**config.mk**
```make
export PLATFORM = sky130hd
export DESIGN_NAME = display_arbiter
export DESIGN_NICKNAME = d
export VERILOG_FILES = /design/src/rtl/display_arbiter.sv
export SDC_FILE = /design/constraint.sdc
export NUM_CORES = 1
export LEC_CHECK = 0
export ABC_AREA = 1
export BUFFER_PORTS_ARGS = -buffer_cell sky130_fd_sc_hd__buf_2
export CAP_MARGIN = 20
export CORE_MARGIN = 2
export CORE_UTILIZATION = 45
export CTS_BUF_LIST = sky130_fd_sc_hd__clkbuf_8
export CTS_CLUSTER_SIZE = 12
export DETAILED_ROUTE_END_ITERATION = 12
export PLACE_DENSITY = 0.71
export SYNTH_ARGS = -nofsm -noshare
export SYNTH_HDL_FRONTEND = slang
export SYNTH_SLANG_ARGS = --single-unit
export TNS_END_PERCENT = 10
```
**constraint.sdc**
```tcl
create_clock -name clk -period 3.7 [get_ports clk]
set_input_delay 0.37 -clock clk [delete_from_list [all_inputs] [get_ports clk]]
set_output_delay 0.37 -clock clk [all_outputs]
set_load 0.005 [all_outputs]
```
**src/rtl/display_arbiter.sv**
```systemverilog
// display_arbiter
//   Shares the 7-segment display word between NREQ overlay requesters and a
//   background source. Higher requester index has priority. A granted overlay
//   stays on the display for HOLD_CYCLES cycles after its most recent grant.
//   Lower-priority requests that arrive meanwhile are queued together with
//   their data and are served when the hold expires.
//
// Ports:
//   clk          in   system clock, rising edge
//   rst          in   synchronous reset, active-high
//   bg_data      in   background (channel) display word
//   req          in   one-cycle request pulses, bit i = requester i
//   req_data     in   requester i's word at [i*DATA_W +: DATA_W]
//   display_data out  registered word to the display driver
//   active       out  an overlay currently owns the display
//   owner        out  index of the owning requester (valid when active)
//   grant        out  one-cycle pulse on every grant, preemption or refresh
//   pending      out  queued lower-priority requests
//
// Optional feature macro: BLINK_EN
//   When defined, the held word blinks (held word / zero, BLINK_DIV cycles per
//   phase) during the final quarter of the hold. When undefined, the held word
//   is shown steadily and no blink logic exists.

module display_arbiter #(
    parameter int NREQ        = 3,
    parameter int DATA_W      = 20,
    parameter int OWNER_W     = 2,
    parameter int HOLD_CYCLES = 2500000,
    parameter int TIMER_W     = 23,
    parameter int BLINK_DIV   = 250000
) (
    input  logic                     clk,
    input  logic                     rst,
    input  logic [DATA_W-1:0]        bg_data,
    input  logic [NREQ-1:0]          req,
    input  logic [NREQ*DATA_W-1:0]   req_data,
    output logic [DATA_W-1:0]        display_data,
    output logic                     active,
    output logic [OWNER_W-1:0]       owner,
    output logic                     grant,
    output logic [NREQ-1:0]          pending
);

    localparam logic [0:0] ST_IDLE = 1'b0;
    localparam logic [0:0] ST_HOLD = 1'b1;

    localparam logic [TIMER_W-1:0] TIMER_LOAD = TIMER_W'(HOLD_CYCLES - 1);

    logic [0:0]         state;
    logic [TIMER_W-1:0] timer;
    logic [DATA_W-1:0]  held_data;
    logic [DATA_W-1:0]  pend_data [NREQ];

    logic               expiry;
    logic [NREQ-1:0]    cand;
    logic [OWNER_W-1:0] win;
    logic               do_grant;
    logic [NREQ-1:0]    win_mask;
    logic [NREQ-1:0]    queue_mask;
    logic [DATA_W-1:0]  win_data;
    logic [DATA_W-1:0]  hold_view;

    function automatic logic [OWNER_W-1:0] top_index(input logic [NREQ-1:0] v);
        logic [OWNER_W-1:0] idx;
        idx = '0;
        for (int i = 0; i < NREQ; i++) begin
            if (v[i]) idx = OWNER_W'(i);
        end
        return idx;
    endfunction

    always_comb begin
        expiry = (state == ST_HOLD) && (timer == '0);
        // At expiry the queue competes with fresh requests; otherwise only
        // fresh requests can take the display.
        cand   = expiry ? (req | pending) : req;
        win    = top_index(cand);

        if (state == ST_IDLE) begin
            do_grant = |req;
        end else if (expiry) begin
            do_grant = |cand;
        end else begin
            // Equal index is a refresh, higher index preempts.
            do_grant = (|req) && (win >= owner);
        end

        win_mask   = do_grant ? (NREQ'(1) << win) : '0;
        // Every request that did not win is remembered; a preempted owner is
        // not in req and is therefore dropped.
        queue_mask = req & ~win_mask;
        win_data   = req[win] ? req_data[win*DATA_W +: DATA_W] : pend_data[win];
    end

`ifdef BLINK_EN
    localparam int BLINK_W = $clog2(BLINK_DIV + 1);
    localparam logic [TIMER_W-1:0] BLINK_START = TIMER_W'(HOLD_CYCLES / 4);
    localparam logic [BLINK_W-1:0] BLINK_LAST  = BLINK_W'(BLINK_DIV - 1);

    logic [BLINK_W-1:0] blink_cnt;
    logic               blink_phase;
    logic               blink_phase_next;
    logic [TIMER_W-1:0] timer_dec;

    always_comb begin
        timer_dec        = timer - 1'b1;
        blink_phase_next = (blink_cnt == BLINK_LAST) ? ~blink_phase : blink_phase;
        // Decision is made on the values the registers take at this edge.
        hold_view        = ((timer_dec < BLINK_START) && blink_phase_next) ? '0 : held_data;
    end

    always_ff @(posedge clk) begin
        if (rst) begin
            blink_cnt   <= '0;
            blink_phase <= 1'b0;
        end else if (do_grant) begin
            blink_cnt   <= '0;
            blink_phase <= 1'b0;
        end else if (state == ST_HOLD) begin
            blink_phase <= blink_phase_next;
            blink_cnt   <= (blink_cnt == BLINK_LAST) ? '0 : blink_cnt + 1'b1;
        end
    end
`else
    always_comb begin
        hold_view = held_data;
    end
`endif

    always_ff @(posedge clk) begin
        if (rst) begin
            state        <= ST_IDLE;
            timer        <= '0;
            held_data    <= '0;
            display_data <= '0;
            active       <= 1'b0;
            owner        <= '0;
            grant        <= 1'b0;
            pending      <= '0;
            for (int i = 0; i < NREQ; i++) begin
                pend_data[i] <= '0;
            end
        end else begin
            grant   <= do_grant;
            pending <= (pending | queue_mask) & ~win_mask;
            for (int i = 0; i < NREQ; i++) begin
                if (queue_mask[i]) pend_data[i] <= req_data[i*DATA_W +: DATA_W];
            end

            if (do_grant) begin
                state        <= ST_HOLD;
                owner        <= win;
                held_data    <= win_data;
                display_data <= win_data;
                timer        <= TIMER_LOAD;
                active       <= 1'b1;
            end else if ((state == ST_HOLD) && !expiry) begin
                // timer is non-zero here, so it cannot wrap.
                timer        <= timer - 1'b1;
                display_data <= hold_view;
            end else begin
                state        <= ST_IDLE;
                active       <= 1'b0;
                display_data <= bg_data;
            end
        end
    end

endmodule

```
== Yosys cells after proc, flatten, opt, wreduce, memory -nomap -nowiden ==
Memories as Yosys holds them, arrays and structs flattened.
Cells that the tools add are included.

* Flip-flop bits (word level): 70
* Bits in latches: 0
* Memory bits (writable): 60
* ROM bits: 0
* Input bits: 85
* Output and inout port bits: 27
* Logic and storage cells: 62
* Memories: 1

* $add $sub $neg: 1
* Multiply operators: 1
* Divide/modulo/power cells: 0
* Magnitude comparators: 2
* Equal/unequal tests: 1
* Shifts and indexed selects: 2
* Multiplexer cells: 29
* Bitwise operators: 8
* Reductions and logical operators: 9

{| class="wikitable"
|+ Memory list
! memory !! depth !! width !! read ports !! clocked after memory_dff !! wr ports !! RTL line !! source
|-
| pend_data || 3 || 20 || 1 || 0 || 3 || 53 || <nowiki>logic [DATA_W-1:0] pend_data [NREQ];</nowiki>
|}

{| class="wikitable"
|+ Operators with widths
! cell !! count
|-
| 20-bit two-way mux || 6
|-
| 60-bit by 8-bit variable part select with 20-bit output || 1
|-
| 22-bit two-way mux || 2
|-
| 23-bit logical NOT || 1
|-
| 23-bit by 1-bit subtractor with 23-bit output, second input constant || 1
|-
| 1-bit two-way mux || 17
|-
| 3-bit AND || 2
|-
| 3-bit two-way mux || 2
|-
| 3-bit OR || 2
|-
| 3-bit OR reduction || 2
|-
| 2-bit by 3-bit multiplier with 5-bit output, second input constant || 1
|-
| 1-bit logical AND || 3
|-
| 2-bit by 3-bit < comparator with 1-bit output, second input constant || 1
|-
| 3-bit inverter || 1
|-
| 1-bit OR || 3
|-
| 1-bit by 2-bit left shift with 3-bit output, first input constant || 1
|-
| 1-bit binary-select mux with 2-bit select || 1
|-
| 2-bit greater-or-equal comparator || 1
|-
| 2-bit two-way mux || 1
|-
| 2-bit != test, second input constant || 1
|-
| 2-bit nonzero test || 1
|-
| 2-bit OR reduction || 1
|-
| 1-bit logical NOT || 1
|}

== Logic depth before layout (Yosys ltp) ==
Gate-level depths: netlist of the first run.

* Depth after elaboration: 16
* Gate-level depth with buffers: 24

== Worst setup path before layout of the first run ==
Ideal clock, no wire load.

* Path kind: register -> register
* Start: reg timer[1]
* End: mem pend_data[1][0] (enable)
* Data arrival time: 2.558 ns
* Required time: 3.323 ns
* Setup slack: 0.765 ns
* Stages on the path, launching flop included: 21
* Path buffers: 0
* Period minus slack after synthesis: 2.935 ns
* Path through: dfxtp_1 > inv_1 > ha_1 > nand2_1 > nor2_1 > nand2_1 > nor2_1 > nand3_2 > nand2_2 > inv_1 > nand2_1 > ha_1 > nor3_1 > nor2_1 > nand2_1 > nand2_1 > nand2_1 > nand2_4 > nand2_1 > nand2_1 > nand2_1

{| class="wikitable"
|+ RTL lines
! what !! RTL line !! source
|-
| start, declared || 51 || <nowiki>logic [TIMER_W-1:0] timer;</nowiki>
|-
| start signal, assigned || 160 || <nowiki>timer <= timer - 1'b1;</nowiki>
|-
| end, declared || 53 ||
|}

==> flow_metrics.py, run 1 <==
metrics = {
    "synthesis": {
        "ys_warn_count": 0,
        "synth_seq_cells": 130,
        "synth.distinct_cells": 30,
        "synthCells": 813,
        "netlist_area_mm2": 0.006208,
        "seq_area_frac_synth": 0.5159,
        "syn_nets": 900,
        "postSynthAreaPerCell_um2": 7.636,
    },
    "timing": {
        "hold_ws_ns": 0.2255,
        "setup-violations-final": 0,
        "fin_crit_sh": 0.8791,
        "fin_tns_setup_ns": 0,
        "slew_headroom": 0.5096,
        "post-route-min-period_ns": 3.253,
        "fmax_mhz": 307.4,
        "rsz0062_at_grt": "no",
        "hold_viol_final": 0,
        "clock_skew_ns": 0.01304,
        "slew_viol_final": 0,
        "worstMarginPinSlew_ns": 0.7348,
    },
    "cts": {
        "cts_root_buffer": "clkbuf_8",
        "cts_setup_buffers": 0,
        "cts_sinks": 130,
        "htree_levels": 4,
        "clock_latency_ns": 0.45,
        "hold_buffers": 0,
        "cts_buffers": 17,
        "clock_path_buffers": 2,
        "cts-resized-gates": 0,
        "clk_pin_slew_ns": 0.07,
        "cts_tree": "built",
    },
    "routing": {
        "remaining_drc_errors": 0,
        "vias": 5510,
        "dr.pass1.iters": 6,
        "wl_per_cell_um": 13.94,
        "totalWireLength_um": 15380,
        "ant_nets": 0,
        "routed_via_density": 4.995,
        "drt_iter0_markers": 460,
    },
    "cells_and_area": {
        "antenna_cells": 0,
        "design_area_mm2": 0.007273,
        "instances_no_fill": 1103,
        "final_core_util": 0.5449,
        "drive_above_1_share": 0.1780,
        "final_cell_mix": "nand2_1 (276), nor2_1 (111), buf_2 (111)",
        "n_fill_cell": 1326,
        "final_common_cell": "nand2_1",
        "nNetsFinal": 1002,
        "syn_to_final_growth_pct": 17.15,
    },
    "critical_path": {
        "crit_chain": "inv_1 > ha_1 > nand2_1 > nor2_1 > nand3_1 > nor2_1 > nand2_1 > nand2_1 > nand2_1 > ha_1 > o21ai_0 > nand3_1 > nand2_1 > nand2_1 > nand2_1 > nand2_4 > nand2_1 > nand2_1 > nand2_1 > buf_12",
        "cp_common_cell": "nand2_1",
        "critical_path_class": "reg2reg",
        "worst_setup_path_end_kind": "flip-flop",
        "r2r_slack_ns": 0.45,
        "crit_fanout": 18,
        "reg2reg_depth": 20,
        "cp-start-kind": "flip-flop",
        "max_stage_delay_ns": 0.34,
        "arrival_ns": 3.41,
        "crit_slowest_cell": "nand2_1",
        "crit_required_ns": 3.86,
    },
    "status": {
        "outcome": "finished, final reports clean",
    },
    "global_routing": {
        "antenna_found_initial": 1,
        "grt.overflow.total": 0,
        "grtUsageTotal": 0.2165,
        "grt_pass1_vias": 5006,
        "grt_pass1_wl_um": 24610,
        "grt_max_degree": 61,
    },
    "placement": {
        "dp_hpwl_um": 10230,
        "gp_congestion": 0.8584,
        "dpl_cell_area_mm2": 0.006879,
        "port_buffers": 111,
        "dp_cells": 1072,
    },
    "job": {
        "maxCapViolations": 0,
    },
    "die": {
        "num_io_pins": 112,
        "dieHeight_um": 121.5,
        "fp.dieW_um": 121.5,
        "start_util": 0.4651,
        "rows": 42,
        "coreArea_mm2": 0.01335,
        "die_area_mm2": 0.01475,
    },
    "hold_path": {
        "whs_path_depth": 3,
        "hold_class": "in2reg",
    },
    "pwr": {
        "power.density_mw_per_mm2": 465.7,
        "ir_worst_vdd_v": 0.0002641,
        "power_leakage_nw": 3.407,
    },
}
[logic make-up (layout without fill, tap and decap cells)]
| kind of cell | Yosys count | count (layout) | synth area share |
|---|---|---|---|
| simple gates | 479 | 479 | 0.3229 |
| flops | 130 | 130 | 0.5159 |
| buf+inv | 129 | 243 | 0.08928 |
| compound gates | 62 | 62 | 0.05240 |
| xor+xnor | 11 | 11 | 0.01552 |
| fa+ha+maj | 2 | 2 | 0.004030 |
[report_power, final]
part           internal, mW  leakage [nW]  total [mW]  switching (mW)
Sequential             1.64          1.22        1.69          0.0491
Clock                 0.648         0.202        1.20           0.548
Combinational         0.176          1.98       0.503           0.326
[critical path: cells and delay by family (launching register included)]
kind	cells	cell delay, ns
buffers and inverters	2	0.27
adder cells (fa/ha/maj)	2	0.45
flip-flops	1	0.33
AND/OR/NAND/NOR	15	1.74
AO/OA/AOI/OAI	1	0.17
[registers in the layout, summed over array words and instances, names as in the netlist]
| signal | count |
|---|---|
| display_data | 20 |
| grant | 1 |
| held_data | 20 |
| owner | 2 |
| pend_data | 60 |
| pending | 3 |
| state | 1 |
| timer | 23 |
[per-layer routing]
layer,wire length (um),vias to the layer above,global-route usage
li1,-,2790,-
met1,6857,2540,0.2870
met2,7309,155,0.3416
met3,936,23,0.05592
met4,261,2,0.07974
met5,13,-,0
[cell usage after synthesis]
cell      instances  share of area
buf_4             4         0.0048
ha_1              2         0.0040
inv_2             1        0.00060
xor2_1            7         0.0099
buf_1             2         0.0012
nand4_1          44          0.044
inv_1            87          0.053
nand2_4           2         0.0036
nand3_2           2         0.0032
buf_6             6          0.011
clkbuf_1         20          0.012
a31oi_1           5         0.0050
nor2_2            4         0.0040
xnor2_1           4         0.0056
a21oi_1          43          0.035
nand3_1          24          0.019
clkinv_1          1        0.00060
nor2_1          111          0.067
o21a_1            1         0.0012
edfxtp_1         60           0.29
o22ai_1           1         0.0010
o31ai_1           2         0.0024
nand2_2           2         0.0020
dfxtp_1          70           0.23
nor4_1            1         0.0010
or2_2             4         0.0040
nor3_1            9         0.0073
nand2_1         276           0.17
o21ai_0          10         0.0081
buf_2             8         0.0064
[layout make-up]
type                            count  area, um2  share of cell area
Tap cell                          176      220.2             0.03028
Clock inverter                     14      151.4             0.02082
Sequential cell                   130       3203              0.4404
Multi-Input combinational cell    554       2460              0.3382
Timing Repair Buffer              123      670.6             0.09221
Clock buffer                       17      234.0             0.03217
Inverter                           89      334.1             0.04593
[metrics by stage]
| stage | total power, mW | setup slack (ns) |
|---|---|---|
| floorplan | 2.036 | 0.7649 |
| global placement | 2.213 | 0.5304 |
| detailed placement | 2.221 | 0.3884 |
| CTS | 3.408 | 0.3678 |
| global route | 3.547 | 0.07112 |
| finish | 3.387 | 0.4473 |
[worst paths after layout]
path / start / endpoint
min: req_data[14] / pend_data[0][14]
max reg2reg: timer[1] / pend_data[0][10]
min reg2reg: timer[22] / timer[22]
max: timer[1] / pend_data[0][10]
No activity file was read; power rests on OpenSTA's default activity.
==> inputs of run 2 (changes only) <==
clock period = 3.43 ns   (was 3.7 ns; I/O delays follow)
==> run 2 against run 1 <==
Compared with the run above:
- sequential power is 8% higher
- clock skew is essentially flat
- first-iteration DRC count decreased by 12%
- design area rose by 0.64%
- highest routed layer unchanged
- clock power up 4%
- final cell count up 0.54%
- via count is 0.22% lower
- maximum frequency up 4.8%
- setup slack worse by 0.12 ns
- register-to-register slack got worse by 0.12 ns
==> flow_metrics.py, run 2 (synthesized netlist as in run 1, its figures left out) <==
metrics = {
    "routing": {
        "highest_layer": "met5",
        "route.met3.wl_um": 900,
        "ant_nets": 0,
        "routed_via_density": 4.958,
        "dr.pass1.iters": 5,
        "drt_iter0_markers": 407,
        "totalWireLength_um": 15420,
        "wl_met2_um": 7290,
        "remaining_drc_errors": 0,
        "wl_per_cell_um": 13.90,
        "vias": 5498,
        "wl_met1_um": 6961,
    },
    "global_routing": {
        "grtUsageTotal": 0.2179,
        "grt_pass1_wl_um": 24630,
        "grt.overflow.total": 0,
        "grt_max_degree": 56,
        "antenna_found_initial": 1,
        "grt_pass1_vias": 5128,
    },
    "cts": {
        "htree_levels": 4,
        "clk_pin_slew_ns": 0.07,
        "cts-resized-gates": 0,
        "hold_buffers": 0,
        "clock_latency_ns": 0.45,
        "clock_path_buffers": 2,
        "cts_root_buffer": "clkbuf_8",
        "cts_buffers": 17,
        "cts_sinks": 130,
        "cts_setup_buffers": 0,
        "cts_tree": "built",
    },
    "hold_path": {
        "hold_class": "in2reg",
        "whs_path_depth": 3,
    },
    "timing": {
        "fin_crit_sh": 0.9045,
        "post-route-min-period_ns": 3.102,
        "slew_viol_final": 0,
        "slew_headroom": 0.5033,
        "fmax_mhz": 322.3,
        "fin_tns_setup_ns": 0,
        "setup_ws_ns": 0.3276,
        "worstMarginPinSlew_ns": 0.7442,
        "clock_skew_ns": 0.01280,
        "rsz0062_at_grt": "no",
        "hold_viol_final": 0,
        "setup-violations-final": 0,
    },
    "cells_and_area": {
        "n_fill_cell": 1347,
        "drive_above_1_share": 0.1811,
        "reg_top3": "pend_data x60, timer x23",
        "largest_register_ffs": 60,
        "syn_to_final_growth_pct": 17.90,
        "nNetsFinal": 1007,
        "final_common_cell": "nand2_1",
        "regMostFlops": "pend_data",
        "final_cell_mix": "nand2_1 (276), nor2_1 (111), buf_2 (111)",
        "antenna_cells": 0,
    },
    "critical_path": {
        "cp_common_cell": "nand2_1",
        "max_stage_delay_ns": 0.40,
        "worst_setup_path_end_kind": "flip-flop",
        "crit_fanout": 46,
        "reg2reg_depth": 21,
        "arrival_ns": 3.43,
        "crit_chain": "inv_1 > ha_1 > nand2_1 > nor2_1 > nand3_1 > nor2_1 > nand2_1 > nand2_1 > nand2_1 > ha_1 > o21ai_0 > nand3_1 > nand2_1 > nand2_1 > nand2_1 > nand2_4 > inv_2 > buf_4 > nand2_1 > o21ai_0 > a21oi_1",
        "critical_path_class": "reg2reg",
        "crit_slowest_cell": "buf_4",
        "crit_required_ns": 3.76,
        "cp-start-kind": "flip-flop",
    },
    "pwr": {
        "power.density_mw_per_mm2": 495.2,
        "ir_worst_vdd_v": 0.0002879,
        "power_leakage_nw": 3.458,
    },
    "job": {
        "maxCapViolations": 0,
    },
    "status": {
        "outcome": "finished, final reports clean",
    },
    "die": {
        "fp.dieW_um": 121.5,
        "rows": 42,
        "coreArea_mm2": 0.01335,
        "die_area_mm2": 0.01475,
        "dieHeight_um": 121.5,
        "start_util": 0.4651,
        "num_io_pins": 112,
    },
    "placement": {
        "port_buffers": 111,
        "dp_hpwl_um": 10530,
        "gp_congestion": 0.8292,
        "pre_cts_slack_ns": 0.3439,
    },
}
## run 2: changes by cell type in the layout (fill, tap and decap cells not counted)
cell and delta:
buf_12 +2, buf_4 +3, bufinv_16 -1, clkbuf_8 +3, clkinv_2 +1, clkinv_4 -1, clkinvlp_4 -3, inv_1 +2
nand2_4 +1, nand2_8 -1
## run 2: per-stage QoR
step	util	cell area (um2)	hold slack [ns]	power [mW]	cells
after detailed placement	0.5201	6942	0.4391	2.409	1077
after CTS	0.5484	7320	0.1815	3.645	1109
final	0.5484	7320	0.2068	3.624	1109
after floorplan	-	6208	0.4230	2.196	813
after global routing	0.5484	7320	0.2013	3.789	1109
after global placement	0.5201	6942	0.4406	2.401	1077
## run 2: worst paths after layout
path,from,endpoint,slack [ns]
max reg2reg,timer[1],timer[1],0.33
max,timer[1],timer[1],0.33
min reg2reg,held_data[4],held_data[4],0.46
min,req_data[15],pend_data[0][15],0.21
## run 2: final cells by class
cell class	instances	area, um2	share of cell area
Timing Repair Buffer	128	733.2	0.1002
Sequential cell	130	3203	0.4376
Multi-Input combinational cell	554	2451	0.3349
Tap cell	176	220.2	0.03009
Clock inverter	12	102.6	0.01402
Clock buffer	20	275.3	0.03761
Inverter	89	334.1	0.04564
## run 2: report_power, final
group | total (mW) | internal (mW) | switching [mW]
registers | 1.82 | 1.77 | 0.0552
logic | 0.552 | 0.200 | 0.351
clock network | 1.25 | 0.682 | 0.566
total | 3.62 | 2.65 | 0.973
## run 2: critical path, delay by kind of cell (launching register included)
family | cells | cell delay (ns)
AO/OA/AOI/OAI | 3 | 0.41
adder cells (fa/ha/maj) | 2 | 0.45
buffers and inverters | 3 | 0.52
flip-flops | 1 | 0.33
AND/OR/NAND/NOR | 13 | 1.27
## run 2: per-layer routing
layer / vias up / track usage
li1: 2814 / -
met1: 2498 / 0.2875
met2: 161 / 0.3473
met3: 23 / 0.05263
met4: 2 / 0.08190
met5: - / 0
==> inputs of run 3 (changes only) <==
ABC_AREA = default   (was 1)
PLACE_DENSITY = 0.7   (was 0.71)
==> run 3 against run 2 <==
Compared with the run above:
- the run now ends with negative setup slack left
- setup slack got worse by 0.53 ns
- clock-buffer cell count fell by 2
- sequential power is essentially flat
- hold slack got worse by 0.11 ns
- first-iteration DRC count rose by 59%
- global-route usage up 2.6 points
- wire length is 32% higher
- core utilization up 3.4 points
- critical path type unchanged
- sequential share of layout area decreased by 7.2 points
- synthesized cell count down 9.3%
- critical endpoint is now pend_data[1][7]
- flip-flop and latch count did not move
- non-clock buffer count is 58 higher
- largest cell class is now multi-input gates
==> flow_metrics.py, run 3 <==
metrics = {
    "status": {
        "outcome": "complete, but fails checks",
        "violations": "negative setup slack",
    },
    "synthesis": {
        "synth-simple-area-share": 0.1762,
        "seq_area_frac_synth": 0.4656,
        "synth_area_leaders": "edfxtp_1 (26%), dfxtp_1 (20%), a21boi_0 (6.1%)",
        "yosys.area_share.adder": 0.006548,
        "synth_xor_area_frac": 0.02419,
        "synth.distinct_cells": 58,
        "synth-compound-area-share": 0.2610,
        "synth_async_sr_flop_share": 0,
        "synth_most_common_cell": "nand2_1",
        "yosys-top-cells-count": "nand2_1 (80), dfxtp_1 (70), edfxtp_1 (60)",
        "synth_seq_cells": 130,
        "synth_ff_type": "dfxtp_1",
        "synth_top_family_by_area": "compound AO/OA/AOI/OAI gates",
        "yosys.area.top_type_share": 0.2619,
        "synthMuxAreaShare": 0.008185,
        "synth-edff-count": 60,
        "netlist_area_mm2": 0.006879,
        "postSynthAreaPerCell_um2": 9.334,
        "yosysTopAreaCell": "edfxtp_1",
        "synthCells": 737,
        "syn_nets": 824,
        "ys_warn_count": 0,
    },
    "routing": {
        "totalWireLength_um": 20280,
        "routed_via_density": 5.966,
        "drt_iter0_markers": 646,
        "vias": 6449,
        "remaining_drc_errors": 0,
        "wl_per_cell_um": 18.76,
        "ant_nets": 0,
        "dr.pass1.iters": 7,
    },
    "timing": {
        "fin_tns_setup_ns": -13.66,
        "fin_crit_sh": 1.060,
        "slew_headroom": 0.4721,
        "post-route-min-period_ns": 3.636,
        "rsz0062_at_grt": "yes",
        "hold_viol_final": 0,
        "setup-violations-final": 150,
        "slew_viol_final": 0,
        "setup_ws_ns": -0.2064,
        "fmax_mhz": 275.0,
        "worstMarginPinSlew_ns": 0.7858,
        "clock_skew_ns": 0.01074,
        "hold_ws_ns": 0.09566,
    },
    "die": {
        "rows": 45,
        "dieHeight_um": 127.6,
        "coreArea_mm2": 0.01509,
        "die_area_mm2": 0.01629,
        "num_io_pins": 112,
        "fp.dieW_um": 127.6,
        "start_util": 0.4559,
    },
    "pwr": {
        "power.density_mw_per_mm2": 422.9,
        "power_leakage_nw": 3.437,
        "ir_worst_vdd_v": 0.0002225,
    },
    "global_routing": {
        "grt_max_degree": 44,
        "grtUsageTotal": 0.2442,
        "grt.overflow.total": 0,
        "grt_pass1_wl_um": 31110,
        "grt_pass1_vias": 5872,
        "antenna_found_initial": 0,
    },
    "critical_path": {
        "reg2reg_depth": 16,
        "r2r-end": "pend_data[1][7]",
        "cp-start-kind": "flip-flop",
        "r2r_slack_ns": -0.21,
        "critical_path_class": "reg2reg",
        "reg2reg_from": "timer[0]",
        "crit_required_ns": 3.62,
        "crit_fanout": 11,
        "arrival_ns": 3.83,
        "worst_setup_path_end_kind": "flip-flop",
    },
    "cells_and_area": {
        "drive_above_1_share": 0.3539,
        "final_core_util": 0.5820,
        "largest_register_ffs": 60,
        "design_area_mm2": 0.008782,
        "antenna_cells": 0,
        "final_common_cell": "buf_2",
        "regMostFlops": "pend_data",
        "nNetsFinal": 967,
        "reg_top3": "pend_data x60, timer x23",
        "n_fill_cell": 1323,
        "final_cell_mix": "buf_2 (111), nand2_1 (79), dfxtp_1 (67)",
        "syn_to_final_growth_pct": 27.66,
        "instances_no_fill": 1081,
    },
    "placement": {
        "dpl_cell_area_mm2": 0.008026,
        "dp_cells": 1038,
        "dp_hpwl_um": 13610,
        "gp_congestion": 0.8811,
        "port_buffers": 111,
    },
    "hold_path": {
        "whs_path_depth": 3,
        "hold_path_end": "display_data[2]",
        "min_from": "bg_data[2]",
        "hold_class": "in2reg",
    },
    "cts": {
        "htree_levels": 4,
        "clock_latency_ns": 0.46,
        "cts_tree": "built",
        "cts_sinks": 130,
        "cts_buffers": 17,
        "clk_pin_slew_ns": 0.07,
        "hold_buffers": 0,
        "clock_path_buffers": 2,
        "cts_root_buffer": "clkbuf_8",
    },
    "job": {
        "maxCapViolations": 0,
    },
}
## run 3: cell type report
type	instances	area, um2	area share
Clock buffer	18	247.7	0.02821
Clock inverter	14	122.6	0.01396
Tap cell	188	235.2	0.02678
Sequential cell	130	3207	0.3652
Inverter	27	101.3	0.01154
Timing Repair Buffer	186	1260	0.1435
Multi-Input combinational cell	518	3608	0.4109
## run 3: what timing repair did
item | 4_1_cts | 5_1_grt
endpoints found under the setup margin | 155 | 168
gates resized for setup | 29 | 34
pin swaps | 7 | 7
buffers inserted | 1 | 3
cloned | 3 | 4
## run 3: critical path, cell delays in order, from the launching register on
cell and delay, ns:
dfxtp_2 0.33, inv_2 0.06, ha_4 0.12, or4b_4 0.45, or4_4 0.46, o21bai_4 0.14
and2_4 0.16, inv_2 0.04, ha_4 0.26, nor2b_4 0.04, maj3_2 0.33, a311oi_4 0.29
nor3_4 0.10, o21ai_4 0.19, buf_12 0.16, clkbuf_16 0.16, a21boi_0 0.08
## run 3: cells by family after synthesis
| logic type | Yosys count |
|---|---|
| muxes | 5 |
| buffers and inverters | 92 |
| DFF | 130 |
| and+or+nand+nor | 239 |
| xor gates and xnor gates | 19 |
| adders and majority gates | 4 |
| AOI/OAI and AO/OA | 248 |
## run 3: how the worst max path moves through the flow
| stage | start | endpoint | slack [ns] |
|---|---|---|---|
| 6_report | timer[0] | pend_data[1][7] | -0.21 |
| 5_1_grt | timer[0] | pend_data[0][8] | -0.29 |
| 4_1_cts | timer[1] | pend_data[1][16] | -0.19 |
| 3_5_place_dp | timer[21] | pend_data[0][10] | -0.21 |
| 3_3_place_gp | timer[21] | pend_data[0][14] | -0.15 |
| 2_1_floorplan | timer[4] | pend_data[0][0] | -0.56 |
## run 3: metrics by stage
step                setup slack [ns]  power, mW
floorplan                    -0.5604      2.172
global placement             -0.1456      2.409
detailed placement           -0.2091      2.415
CTS                          -0.1935      3.685
global route                 -0.2921      3.868
finish                       -0.2064      3.714
## run 3: layer usage
layer	GRT usage	routed length [um]
met1	0.3447	8992
met2	0.3674	9362
met3	0.06198	1596
met4	0.08080	327
met5	0	0
## run 3: power by group
| part | internal, mW | leakage [nW] | total, mW | switching [mW] |
|---|---|---|---|---|
| Clock | 0.645 | 0.191 | 1.25 | 0.606 |
| Sequential | 1.75 | 1.21 | 1.80 | 0.0467 |
| Combinational | 0.302 | 2.03 | 0.664 | 0.362 |
